<file path="src/rtl/ring_sched_pkg.sv">
// rtl/ring_sched_pkg.sv - shared state encoding and one-hot ring helpers for the slot scheduler
package ring_sched_pkg;

  localparam int MAX_N = 32;

  typedef enum logic [1:0] {
    IDLE = 2'd0,
    HOLD = 2'd1,
    GAP  = 2'd2
  } state_t;

  typedef logic [MAX_N-1:0] vec_t;

  function automatic vec_t ring_mask(input int n);
    return (vec_t'(1) << n) - vec_t'(1);
  endfunction

  // Bits at or above n are expected to be zero on entry.
  function automatic vec_t rotl1(input vec_t vec, input int n);
    return ((vec << 1) | (vec >> (n - 1))) & ring_mask(n);
  endfunction

  function automatic vec_t first_from(input vec_t req, input vec_t token, input int n);
    vec_t cand;
    vec_t pick;
    logic found;
    cand  = token;
    pick  = '0;
    found = 1'b0;
    for (int k = 0; k < MAX_N; k++) begin
      if (k < n && !found && (cand & req) != '0) begin
        pick  = cand;
        found = 1'b1;
      end
      cand = rotl1(cand, n);
    end
    return pick;
  endfunction

endpackage

</file>
<file path="src/rtl/ring_slot_scheduler_if.sv">
// rtl/ring_slot_scheduler_if.sv - requester-side bundle of the ring slot scheduler
interface ring_slot_scheduler_if #(
  parameter int N = 6
);
  logic         en;
  logic [N-1:0] req;
  logic [N-1:0] rel;
  logic [N-1:0] gnt;
  logic [N-1:0] token;
  logic         busy;
  logic         timeout;

  modport master (output en, req, rel, input gnt, token, busy, timeout);
  modport slave  (input en, req, rel, output gnt, token, busy, timeout);
endinterface

</file>
<file path="src/rtl/ring_token.sv">
// rtl/ring_token.sv - one-hot ring position register with rotate, load and self-correction
module ring_token
  import ring_sched_pkg::*;
#(
  parameter int N = 6
) (
  input  logic         clk,
  input  logic         clr,
  input  logic         rot,
  input  logic         load,
  input  logic [N-1:0] load_val,
  output logic [N-1:0] q
);

  logic [N-1:0] rot_val;

  assign rot_val = N'(rotl1(vec_t'(q), N));

  // A corrupted (non one-hot) ring is reloaded to slot 0 ahead of any other update.
  always_ff @(posedge clk or posedge clr) begin
    if (clr) begin
      q <= N'(1);
    end else if (!$onehot(q)) begin
      q <= N'(1);
    end else if (load) begin
      q <= load_val;
    end else if (rot) begin
      q <= rot_val;
    end
  end

endmodule

</file>
<file path="src/rtl/ring_slot_scheduler.sv">
// rtl/ring_slot_scheduler.sv - round-robin time-slot arbiter around a one-hot ring token
module ring_slot_scheduler
  import ring_sched_pkg::*;
#(
  parameter int N          = 6,
  parameter int MAX_HOLD   = 8,
  parameter int SKIP_EMPTY = 1
) (
  input  logic                  clk,
  input  logic                  clr,
  ring_slot_scheduler_if.slave  bus
);

  localparam int CW = (MAX_HOLD > 0) ? $clog2(MAX_HOLD + 1) : 1;
  localparam logic [CW-1:0] CNT_LIMIT = CW'(MAX_HOLD);
  localparam logic [CW-1:0] CNT_SAT   = '1;

  state_t        state, state_nxt;
  logic [N-1:0]  gnt_q, gnt_nxt;
  logic          busy_q, busy_nxt;
  logic          to_q, to_nxt;
  logic [CW-1:0] cnt, cnt_nxt;
  logic          tok_load, tok_rot;
  logic [N-1:0]  tok, pick;
  logic          can_grant, rel_hit, req_lost, at_limit;

  ring_token #(.N(N)) u_token (
    .clk      (clk),
    .clr      (clr),
    .rot      (tok_rot),
    .load     (tok_load),
    .load_val (pick),
    .q        (tok)
  );

  assign pick = (SKIP_EMPTY != 0) ? N'(first_from(vec_t'(bus.req), vec_t'(tok), N)) : tok;
  assign can_grant = bus.en &&
                     ((SKIP_EMPTY != 0) ? (bus.req != '0) : ((bus.req & tok) != '0));
  assign rel_hit  = (bus.rel & gnt_q) != '0;
  assign req_lost = (bus.req & gnt_q) == '0;
  assign at_limit = (MAX_HOLD != 0) && (cnt == CNT_LIMIT);

  // GAP is the dead cycle; arbitration runs at its closing edge so grants are one cycle apart.
  always_comb begin
    state_nxt = state;
    gnt_nxt   = gnt_q;
    busy_nxt  = busy_q;
    to_nxt    = 1'b0;
    cnt_nxt   = cnt;
    tok_load  = 1'b0;
    tok_rot   = 1'b0;
    case (state)
      IDLE, GAP: begin
        if (can_grant) begin
          state_nxt = HOLD;
          gnt_nxt   = pick;
          busy_nxt  = 1'b1;
          cnt_nxt   = CW'(1);
          tok_load  = 1'b1;
        end else begin
          state_nxt = IDLE;
          tok_rot   = bus.en && (SKIP_EMPTY == 0);
        end
      end
      HOLD: begin
        if (rel_hit || req_lost || at_limit) begin
          state_nxt = GAP;
          gnt_nxt   = '0;
          busy_nxt  = 1'b0;
          cnt_nxt   = '0;
          tok_rot   = 1'b1;
          to_nxt    = at_limit && !rel_hit && !req_lost;
        end else if (cnt != CNT_SAT) begin
          cnt_nxt = cnt + CW'(1);
        end
      end
      default: state_nxt = IDLE;
    endcase
  end

  always_ff @(posedge clk or posedge clr) begin
    if (clr) begin
      state  <= IDLE;
      gnt_q  <= '0;
      busy_q <= 1'b0;
      to_q   <= 1'b0;
      cnt    <= '0;
    end else begin
      state  <= state_nxt;
      gnt_q  <= gnt_nxt;
      busy_q <= busy_nxt;
      to_q   <= to_nxt;
      cnt    <= cnt_nxt;
    end
  end

  assign bus.gnt     = gnt_q;
  assign bus.token   = tok;
  assign bus.busy    = busy_q;
  assign bus.timeout = to_q;

endmodule

</file>
<file path="src/flat_wrapper.sv">
// flat-port wrapper written by rule: the top's interface ports become plain ports
module ring_slot_scheduler_flat import ring_sched_pkg::*;
#(
  parameter int N          = 6,
  parameter int MAX_HOLD   = 8,
  parameter int SKIP_EMPTY = 1
)
  (clk, clr, bus_en, bus_req, bus_rel, bus_gnt, bus_token, bus_busy, bus_timeout);
  ring_slot_scheduler_if #(.N(N)) bus_i ();
  input  logic clk;
  input  logic clr;
  input wire logic [$bits(bus_i.en)-1:0] bus_en;
  input wire logic [$bits(bus_i.req)-1:0] bus_req;
  input wire logic [$bits(bus_i.rel)-1:0] bus_rel;
  output wire logic [$bits(bus_i.gnt)-1:0] bus_gnt;
  output wire logic [$bits(bus_i.token)-1:0] bus_token;
  output wire logic [$bits(bus_i.busy)-1:0] bus_busy;
  output wire logic [$bits(bus_i.timeout)-1:0] bus_timeout;
  assign bus_i.en = bus_en;
  assign bus_i.req = bus_req;
  assign bus_i.rel = bus_rel;
  assign bus_gnt = bus_i.gnt;
  assign bus_token = bus_i.token;
  assign bus_busy = bus_i.busy;
  assign bus_timeout = bus_i.timeout;
  ring_slot_scheduler #(.N(N), .MAX_HOLD(MAX_HOLD), .SKIP_EMPTY(SKIP_EMPTY)) u_core (.clk(clk), .clr(clr), .bus(bus_i));
endmodule
</file>
<file path="config.mk">
export PLATFORM = sky130hd
export DESIGN_NAME = ring_slot_scheduler_flat
export DESIGN_NICKNAME = d
export VERILOG_FILES = /design/src/rtl/ring_sched_pkg.sv /design/src/rtl/ring_slot_scheduler_if.sv /design/src/rtl/ring_token.sv /design/src/rtl/ring_slot_scheduler.sv /design/src/flat_wrapper.sv
export SDC_FILE = /design/constraint.sdc
export NUM_CORES = 1
export LEC_CHECK = 0
export CAP_MARGIN = 20
export CORE_MARGIN = 4
export CORE_UTILIZATION = 54
export CTS_BUF_LIST = sky130_fd_sc_hd__clkbuf_16
export DETAILED_ROUTE_END_ITERATION = 8
export PLACE_DENSITY = 0.8
export SETUP_SLACK_MARGIN = 0.02
export SLEW_MARGIN = 30
export SYNTH_ARGS = -nofsm -noshare
export SYNTH_HDL_FRONTEND = slang
export SYNTH_SLANG_ARGS = --single-unit
</file>
<file path="constraint.sdc">
create_clock -name clk -period 4.6 [get_ports clk]
set_clock_uncertainty 0.2 [all_clocks]
set_input_delay 0.92 -clock clk [delete_from_list [all_inputs] [get_ports clk]]
set_output_delay 0.92 -clock clk [all_outputs]
set_load 0.05 [all_outputs]
</file>
### Word-level counts from Yosys, hierarchy flattened

Cells that the tools add are included.

| word-level totals | value |
|---|---|
| register bits after elaboration | 20 |
| latch bits | 0 |
| bits in writable memories | 0 |
| memory bits (read-only) | 0 |
| input bits | 15 |
| output and inout bits | 14 |
| word-level logic and storage cells | 98 |
| memories | 0 |

| operators by class | value |
|---|---|
| $add $sub $neg | 6 |
| $mul | 0 |
| div/mod/pow operators | 0 |
| magnitude comparators | 0 |
| eq/ne operators | 9 |
| shift operators | 0 |
| muxes and demuxes | 33 |
| bitwise gates (word level) | 13 |
| reduce and logical (&&, ||, !) cells | 31 |

Operators with widths:

| kind | number |
|---|---|
| nonzero test 32 bit | 6 |
| 2-to-1 mux 6 bit | 11 |
| bitwise AND 6 bit | 8 |
| OR 6 x 1 -> 6 bit | 5 |
| 2-to-1 mux 1 bit | 14 |
| 2-to-1 mux 4 bit | 3 |
| case mux 6 bit (2 select lines) | 1 |
| nonzero test 6 bit | 2 |
| logical AND 1 bit | 8 |
| case mux 4 bit (2 select lines) | 1 |
| zero test 1 bit | 7 |
| adder 1 x 1 -> 2 bit | 3 |
| zero test 6 bit | 1 |
| inequality test 3 x 1 -> 1 bit (second input constant) | 2 |
| AND reduction 3 bit | 2 |
| adder 4 x 1 -> 4 bit (second input constant) | 1 |
| equality test 4 bit (second input constant) | 1 |
| inequality test 2 x 1 -> 1 bit (second input constant) | 2 |
| inequality test 4 bit (second input constant) | 1 |
| case mux 2 bit (2 select lines) | 1 |
| adder 2 x 2 -> 3 bit | 1 |
| adder 3 x 2 -> 3 bit | 1 |
| equality test 3 x 1 -> 1 bit (second input constant) | 1 |
| equality test 2 x 1 -> 1 bit (second input constant) | 1 |
| other kinds (7) | 8 |

### Depth between registers and ports, before layout

Gate-level depths: netlist of run 1.

| depth | value |
|---|---|
| word-level depth | 20 |
| gate-level depth with buffers | 11 |
| depth with buffers taken out | 10 |

### By module

Synthesis of run 1 repeated with hierarchy kept, for this count alone.

| unflattened totals | value |
|---|---|
| cells, all modules | 236 |
| area total of the unflattened synthesis | 2,105.8 um^2 |

Modules (own cells, without submodules):

| module | times used | cells each | area each (um^2) | seq. area each (um^2) |
|---|---|---|---|---|
| ring_slot_scheduler | 1 | 195 | 1,624.1 | 350.3 |
| ring_token | 1 | 41 | 481.7 | 151.4 |

### Least setup slack after synthesis of run 1

No wires, ideal clock.

| path | value |
|---|---|
| kind | register -> register |
| start | reg u_core.u_token.q[1] |
| end | reg u_core.u_token.q[0] |
| library setup time | 101 ps |
| data arrival time | 3,240 ps |
| data required time | 4,299 ps |
| setup slack | 1,058 ps |
| stages on the path, launching flop included | 12 |
| path buffers | 1 |
| cell sequence | dfrtp_1 > buf_2 > inv_1 > fa_1 > fa_1 > inv_1 > ha_1 > fa_1 > nor2_1 > nand2_1 > a2111oi_0 > a41oi_1 |

| on the way | value |
|---|---|
| longest elaborated chain between the ends | 20 |

Ends and longest elaborated chain:

| item | RTL line | RTL |
|---|---|---|
| start, declared | ring_token.sv:12 | `output logic [N-1:0] q` |
| start signal, assigned | ring_token.sv:26 | `q <= load_val;` |
| start signal, assigned | ring_token.sv:28 | `q <= rot_val;` |
| bitwise AND 6 bit | ring_sched_pkg.sv:31 | `if (k < n && !found && (cand & req) != '0) begin` |
| nonzero test 32 bit | ring_sched_pkg.sv:31 |  |
| 2-to-1 mux 1 bit | ring_sched_pkg.sv:31 |  |
| zero test 1 bit | ring_sched_pkg.sv:31 |  |
| logical AND 1 bit | ring_sched_pkg.sv:31 |  |
| 2-to-1 mux 1 bit | ring_sched_pkg.sv:31 |  |
| zero test 1 bit | ring_sched_pkg.sv:31 |  |
| logical AND 1 bit | ring_sched_pkg.sv:31 |  |
| [... 4 more ...] | - |  |
| zero test 1 bit | ring_sched_pkg.sv:31 |  |
| logical AND 1 bit | ring_sched_pkg.sv:31 |  |
| 2-to-1 mux 1 bit | ring_sched_pkg.sv:31 |  |
| zero test 1 bit | ring_sched_pkg.sv:31 |  |
| logical AND 1 bit | ring_sched_pkg.sv:31 |  |
| 2-to-1 mux 6 bit | ring_sched_pkg.sv:31 |  |
| 2-to-1 mux 6 bit | ring_token.sv:25 | `end else if (load) begin` |
| 2-to-1 mux 6 bit | ring_token.sv:23 | `end else if (!$onehot(q)) begin` |

Parallel ways exist; a longest one is shown, timed or not.
A chain may end at the register's enable or synchronous reset.

### Worst setup path in the final report of run 1

Same ends and word-level chain as after synthesis.

==> qor.tcl, run 1 <==
set qor(status) {complete, no violations}
set qor(seq_area_frac_synth) 0.2789
set qor(post_cts_buffers) 0
set qor(maxSlewHeadroom) 0.4982
set qor(r2r_start) {u_core.u_token.q[1]$_DFFE_PP0P_}
set qor(crit_path_start) {u_core.u_token.q[1]$_DFFE_PP0P_}
set qor(average_vias_per_placed_instance) 7.022
set qor(timing.final.ws_setup_ns) 0.7888
set qor(antenna_cells) 0
set qor(r2r.worst_path.cells) 10
set qor(report.final.slew_viol_count) 0
set qor(clockRootBuffer) {sky130_fd_sc_hd__clkbuf_16}
set qor(drv.max_cap_violation_count) 0
set qor(clock_tree.buffer_depth) 2
set qor(cts_buffers) 3
set qor(hold_viol) 0
set qor(synth_async_sr_flop_share) 1.000
set qor(holdWs_ns) 0.2755
set qor(route.vias.total) 1952
set qor(synth_largest_type_area_fraction) 0.2643
set qor(chipHeight_um) 65.72
set qor(timing.setup.critical_path_class) {flop to flop}
set qor(hold_class) {flop to flop}
set qor(clkLatencyLatePin_ns) 0.25
set qor(cts_tree) {done}
set qor(routed_wirelength_um) 5406
set qor(synth_area_leaders) {sky130_fd_sc_hd__dfrtp_1 (26%), sky130_fd_sc_hd__a22oi_1 (9.6%), sky130_fd_sc_hd__a21oi_1 (3.9%)}
set qor(setup_violations) 0
set qor(avgRoutedWirePerCell_um) 19.45
set qor(drtPass1Iterations) 5
set qor(place_hpwl_um) 3887
set qor(num-nets-final) 256
set qor(drc) 0
set qor(io_buffers) 28
set qor(post_synth_edffs) 0
set qor(setup.worst_path.end) {u_core.u_token.q[0]$_DFFE_PP1P_}
set qor(finalCriticalPeriod_ns) 3.811
set qor(critical_path.max_fanout) 14
set qor(gp_routability_congestion) 1.009
set qor(cts-hold-fix-buffers) 0
set qor(mappedNetlistNets) 240
set qor(post-route-period-util) 0.8285
set qor(fin_tns_setup_ns) 0
set qor(globalRoute.totalOverflow) 0
set qor(rrSetupSlack_ns) 0.79
set qor(die_x_um) 65.72
set qor(synthesis.yosys.warnings) 0
set qor(core_region_area_sq_um) 3128
set qor(gr-usage-all-layers) 0.2635
set qor(die_area_sq_um) 4319
set qor(tightestPinTransition_ns) 0.7519
set qor(netlist.top_cell.by_area) {sky130_fd_sc_hd__dfrtp_1}
set qor(first_global_vias) 1884
set qor(syn-mean-instance-area_sq_um) 8.216
set qor(cts_repair_resize_count) 0
set qor(netlist_instances) 219
set qor(io_pins) 29
set qor(area.growth.synth_to_final_pct) 17.45
set qor(synth_cell_types) 53
set qor(drt-initial-drc-count) 277
set qor(start_util) 0.5752
set qor(synthMostInstantiatedCell) {sky130_fd_sc_hd__a22oi_1}
set qor(postRouteAntennaNets) 0
set qor(clock_input_transition_at_the_sequential_cells_of_the_worst_setup_and_hold_paths_ns) 0.06
set qor(maxClockFrequency_mhz) 262.4
set qor(number_of_clock_sinks) 20
set qor(fp-row-count) 20
set qor(synthFlopType) {sky130_fd_sc_hd__dfrtp_1}
set qor(worstSetupEndpointType) {flop}
set qor(postSynthRegisterBits) 20
set qor(powerDensity_nw_per_um2) 664.3
set qor(setup_repair_after_global_routing_missed_its_margin) {no}
set qor(grt_pass1_wl_um) 8990
set qor(pin_count_of_the_biggest_net_entering_global_routing) 21
set qor(required_ns) 4.55
set qor(num-fill-cells) 273
set qor(leak_pwr_uw) 0.0008177
set qor(crit_path_start_kind) {flop}
set qor(synth_area_sq_um) 1799
set qor(timing.rr.end) {u_core.u_token.q[0]$_DFFE_PP1P_}
set qor(cp.arrival_ns) 3.76
set qor(antenna_found_initial) 0
set qor(dp_worst_setup_slack_ns) 0.9257
set qor(h-tree-depth) 1
set qor(final_layout_size_suffix_gt1_frac) 0.08120
set qor(power.ir.vdd_worst_v) 0.0003468
set qor(synth_commonest_cells) {sky130_fd_sc_hd__a22oi_1 (23), sky130_fd_sc_hd__dfrtp_1 (19), sky130_fd_sc_hd__nor2_1 (17)}
## sequential cells by signal, indices dropped and copies added, names as in the netlist
name and cells:
u_core.bus.busy 1, u_core.u_token.q 6, u_core.state 2, u_core.bus.timeout 1, u_core.cnt 4, u_core.bus.gnt 6
## worst min-delay path by stage
stage | slack [ns] | depth (start not counted) | to | start
floorplan | 0.30 | 1 | u_core.cnt[0]$_DFFE_PP0P_ | u_core.cnt[0]$_DFFE_PP0P_
global placement | 0.26 | 2 | u_core.bus.busy$_DFFE_PP0P_ | u_core.bus.busy$_DFFE_PP0P_
detailed placement | 0.26 | 2 | u_core.bus.busy$_DFFE_PP0P_ | u_core.bus.busy$_DFFE_PP0P_
CTS | 0.28 | 2 | u_core.bus.busy$_DFFE_PP0P_ | u_core.bus.busy$_DFFE_PP0P_
global route | 0.34 | 2 | u_core.bus.busy$_DFFE_PP0P_ | u_core.bus.busy$_DFFE_PP0P_
finish | 0.28 | 2 | u_core.bus.busy$_DFFE_PP0P_ | u_core.bus.busy$_DFFE_PP0P_
## cells by family (layout without fill, tap and decap cells)
group	count (synthesis)	in the layout	synth area share
AO/OA/AOI/OAI	86	86	0.3463
XOR/XNOR	2	2	0.009738
adder cells (fa/ha/maj)	6	6	0.05425
buffers and inverters	31	46	0.08692
flip-flops	20	20	0.2789
multiplexers	1	1	0.005564
AND/OR/NAND/NOR	73	73	0.2184
## cells in the final DEF, fill, tap and decap left out, types with 4 or more instances in the layout
cell	count
sky130_fd_sc_hd__o31ai_1	4
sky130_fd_sc_hd__dfrtp_1	19
sky130_fd_sc_hd__a21oi_1	14
sky130_fd_sc_hd__nor2_1	17
sky130_fd_sc_hd__nand2_1	16
sky130_fd_sc_hd__and3_1	5
sky130_fd_sc_hd__a31oi_1	6
sky130_fd_sc_hd__o21ai_0	12
sky130_fd_sc_hd__nor3_1	6
sky130_fd_sc_hd__a22oi_1	23
sky130_fd_sc_hd__inv_1	12
sky130_fd_sc_hd__clkdlybuf4s50_1	28
sky130_fd_sc_hd__nand3_1	12
sky130_fd_sc_hd__a311oi_1	4
## metal layers
layer,up-vias,share of wire,global-route usage
li1,862,-,-
met1,926,0.41,0.3643
met2,148,0.47,0.4168
met3,16,0.10,0.04615
met4,0,0.019,0.08290
met5,-,0,0
## report_power, final
group | internal (uW) | leakage [uW] | switching, uW
registers | 236 | 0.000254 | 97.4
clock network | 116 | 0.0000385 | 62.9
logic | 310 | 0.000525 | 581
total | 662 | 0.000818 | 742
## cell type report
type / count / area [sq um] / area share
clock buffer: 3 / 75.07 / 0.03552
clock inverter: 1 / 3.754 / 0.001776
inverter: 13 / 48.80 / 0.02309
multi-input combinational: 168 / 1141 / 0.5400
sequential: 20 / 501.7 / 0.2374
tap: 44 / 55.05 / 0.02605
timing repair buffer: 29 / 287.8 / 0.1362
## metrics by stage
| step | utilization | instances | total power, uW | instance area (sq um) |
|---|---|---|---|---|
| floorplan | - | 219 | 973.2 | 1799 |
| global placement | 0.6504 | 274 | 1176 | 2034 |
| detailed placement | 0.6504 | 274 | 1199 | 2034 |
| CTS | 0.6756 | 278 | 1384 | 2113 |
| global route | 0.6756 | 278 | 1490 | 2113 |
| finish | 0.6756 | 278 | 1404 | 2113 |
## critical path, stage by stage (launching register included)
cell and delay [ns]:
sky130_fd_sc_hd__dfrtp_1 0.67, sky130_fd_sc_hd__inv_1 0.22, sky130_fd_sc_hd__fa_1 0.53, sky130_fd_sc_hd__fa_1 0.50, sky130_fd_sc_hd__inv_1 0.04, sky130_fd_sc_hd__ha_1 0.18, sky130_fd_sc_hd__fa_1 0.43, sky130_fd_sc_hd__nor2_1 0.13
sky130_fd_sc_hd__nand2_1 0.16, sky130_fd_sc_hd__a2111oi_0 0.53, sky130_fd_sc_hd__a41oi_1 0.10
(Power assumes the default switching activity.)
==> run 2: changes to the inputs <==
Settings changed: CORE_UTILIZATION 54 to 49, PLACE_DENSITY 0.8 to 0.77.
Clock period 4.6 ns to 3.2 ns, I/O delays scaled along.
==> qor.tcl, run 2 (synthesis results as in run 1) <==
set qor(avgRoutedWirePerCell_um) 17.80 ;# -8.5%
set qor(io_pins) 29 ;# unchanged
set qor(post-route-period-util) 0.9542 ;# +0.1257
set qor(clkLatencyLatePin_ns) 0.25 ;# about the same
set qor(area.growth.synth_to_final_pct) 29.07
set qor(postRouteAntennaNets) 0 ;# unchanged
set qor(hold_viol) 0 ;# unchanged
set qor(core_region_area_sq_um) 3442 ;# +10%
set qor(total_power_uw) 2147 ;# +53%
set qor(crit_path_start) {u_core.u_token.q[0]$_DFFE_PP1P_}
set qor(die_area_sq_um) 4705 ;# +8.9%
set qor(maxClockFrequency_mhz) 327.5 ;# +25%
set qor(maxSlewHeadroom) 0.4950 ;# -0.003164
set qor(power.ir.vdd_worst_v) 0.0007264 ;# +110%
set qor(route.vias.total) 1942 ;# -0.51%
set qor(required_ns) 3.15 ;# -1.40 ns
set qor(gr-usage-all-layers) 0.2462 ;# -0.01731
set qor(cts_repair_resize_count) 0 ;# unchanged
set qor(powerDensity_nw_per_um2) 924.7 ;# +39%
set qor(antenna_cells) 0 ;# unchanged
set qor(drv.max_cap_violation_count) 0 ;# unchanged
set qor(fin_tns_setup_ns) 0 ;# unchanged
set qor(dpl.cell_count) 299 ;# +9.1%
set qor(grt_pass1_wl_um) 8811 ;# -2.0%
set qor(most_common_cell_on_crit_path) {sky130_fd_sc_hd__fa_1}
set qor(crit_path_top_delay_cell) {sky130_fd_sc_hd__dfstp_2}
set qor(multi_input_comb_area_sq_um) 1167 ;# +2.3%
set qor(number_of_clock_sinks) 20 ;# unchanged
set qor(average_vias_per_placed_instance) 6.409 ;# -8.7%
set qor(setup_repair_after_global_routing_missed_its_margin) {no}
set qor(die_x_um) 68.60 ;# +4.4%
set qor(fp-row-count) 21 ;# +5.0%
set qor(clock_input_transition_at_the_sequential_cells_of_the_worst_setup_and_hold_paths_ns) 0.06 ;# about the same
set qor(timing.setup.critical_path_class) {flop to flop}
set qor(finalCriticalPeriod_ns) 3.053 ;# -0.7578 ns
set qor(setup_violations) 0 ;# unchanged
set qor(hp-start) {u_core.bus.busy$_DFFE_PP0P_}
set qor(leak_pwr_uw) 0.0009266 ;# +13%
set qor(crit_path_start_kind) {flop}
set qor(h-tree-depth) 1 ;# unchanged
set qor(layout.cells.non_filler) 303 ;# +9.0%
set qor(clock_tree.buffer_depth) 2 ;# unchanged
set qor(routed_wirelength_um) 5394 ;# -0.22%
set qor(gp_routability_congestion) 0.9192 ;# -8.9%
set qor(antenna_found_initial) 0 ;# unchanged
set qor(pin_count_of_the_biggest_net_entering_global_routing) 21 ;# unchanged
set qor(r2r_start) {u_core.u_token.q[0]$_DFFE_PP1P_}
set qor(worst-path-buf-inv) 2 ;# unchanged
set qor(cp.arrival_ns) 3.00 ;# -0.76 ns
set qor(num-fill-cells) 273 ;# unchanged
set qor(path_delay_family) {adder cells}
set qor(cts-hold-fix-buffers) 0 ;# unchanged
set qor(cp_slowest_stage_delay_ns) 0.58 ;# -0.09 ns
set qor(place_hpwl_um) 3954 ;# +1.7%
set qor(report.final.slew_viol_count) 0 ;# unchanged
set qor(post_cts_buffers) 0 ;# unchanged
set qor(drtPass1Iterations) 5 ;# unchanged
set qor(final_layout_size_suffix_gt1_frac) 0.1907 ;# +0.1095
set qor(status) {complete, no violations}
set qor(start_util) 0.5227 ;# -0.05248
set qor(globalRoute.totalOverflow) 0 ;# unchanged
set qor(drc) 0 ;# unchanged
set qor(critical_path.max_fanout) 5 ;# -9
set qor(layout.cells.most_common_list) {sky130_fd_sc_hd__clkdlybuf4s50_1 (28), sky130_fd_sc_hd__buf_4 (24), sky130_fd_sc_hd__a22oi_1 (23)}
set qor(chipHeight_um) 68.60 ;# +4.4%
set qor(num-nets-final) 279 ;# +9.0%
set qor(hold_class) {flop to flop}
set qor(cts_tree) {done}
set qor(clockRootBuffer) {sky130_fd_sc_hd__clkbuf_16}
set qor(layout.area.seq_sq_um) 504.2 ;# +0.50%
set qor(first_global_vias) 1808 ;# -4.0%
set qor(io_buffers) 28 ;# unchanged
set qor(tightestPinTransition_ns) 0.7567 ;# +0.004741 ns
set qor(crit_path_cell_trace) {inv_6 > fa_1 > fa_1 > inv_1 > ha_2 > fa_1 > nor2_2 > nand2_2 > a2111oi_4 > a41oi_1}
set qor(worstSetupEndpointType) {flop}
set qor(layout_commonest_cell) {sky130_fd_sc_hd__clkdlybuf4s50_1}
set qor(drt-initial-drc-count) 234 ;# -16%
set qor(cts_buffers) 3 ;# unchanged
[run 2: report_power, final]
group | total [uW] | internal, uW | switching [uW]
Clock | 255 | 166 | 88.6
Sequential | 425 | 341 | 84.4
Combinational | 1470 | 544 | 924
Total | 2150 | 1050 | 1100
[run 2: per-stage QoR]
step	setup WS (ns)	area, sq um	hold slack, ns	utilization
2_1_floorplan	-0.06194	1818	0.2993	-
3_3_place_gp	-0.02384	2228	0.2678	0.6474
3_5_place_dp	0.02362	2228	0.2708	0.6474
4_1_cts	0.1069	2307	0.2937	0.6703
5_1_grt	0.01725	2322	0.3195	0.6747
6_report	0.1466	2322	0.2921	0.6747
[run 2: worst reg2reg max path, delay by kind of cell, from the launching register on]
family	cells	cell delay, ns
buffers and inverters	2	0.09
adders and majority gates	4	1.56
AOI/OAI and AO/OA	2	0.29
and+or+nand+nor	2	0.25
DFF	1	0.58
[run 2: cell type report]
cell class	count	area share
Clock buffer	3	0.03233
Timing Repair Buffer	52	0.1983
Inverter	13	0.02317
Clock inverter	1	0.001616
Tap cell	46	0.02478
Sequential cell	20	0.2171
Multi-Input combinational cell	168	0.5027
[run 2: path summary, 6_finish.rpt]
path	to	slack, ns	cells after the start
max	u_core.u_token.q[0]$_DFFE_PP1P_	0.15	10
min	u_core.bus.busy$_DFFE_PP0P_	0.29	2
max reg2reg	u_core.u_token.q[0]$_DFFE_PP1P_	0.15	10
min reg2reg	u_core.bus.busy$_DFFE_PP0P_	0.29	2
max in group asynchronous	u_core.u_token.q[3]$_DFFE_PP0P_	1.65	2
min in group asynchronous	u_core.bus.busy$_DFFE_PP0P_	0.62	2
[run 2: per-layer routing]
metal	routed length [um]	global-route usage	vias to the layer above
li1	-	-	911
met1	2273	0.3448	921
met2	2609	0.3933	104
met3	463	0.05024	6
met4	48	0.04715	0
met5	0	0	-
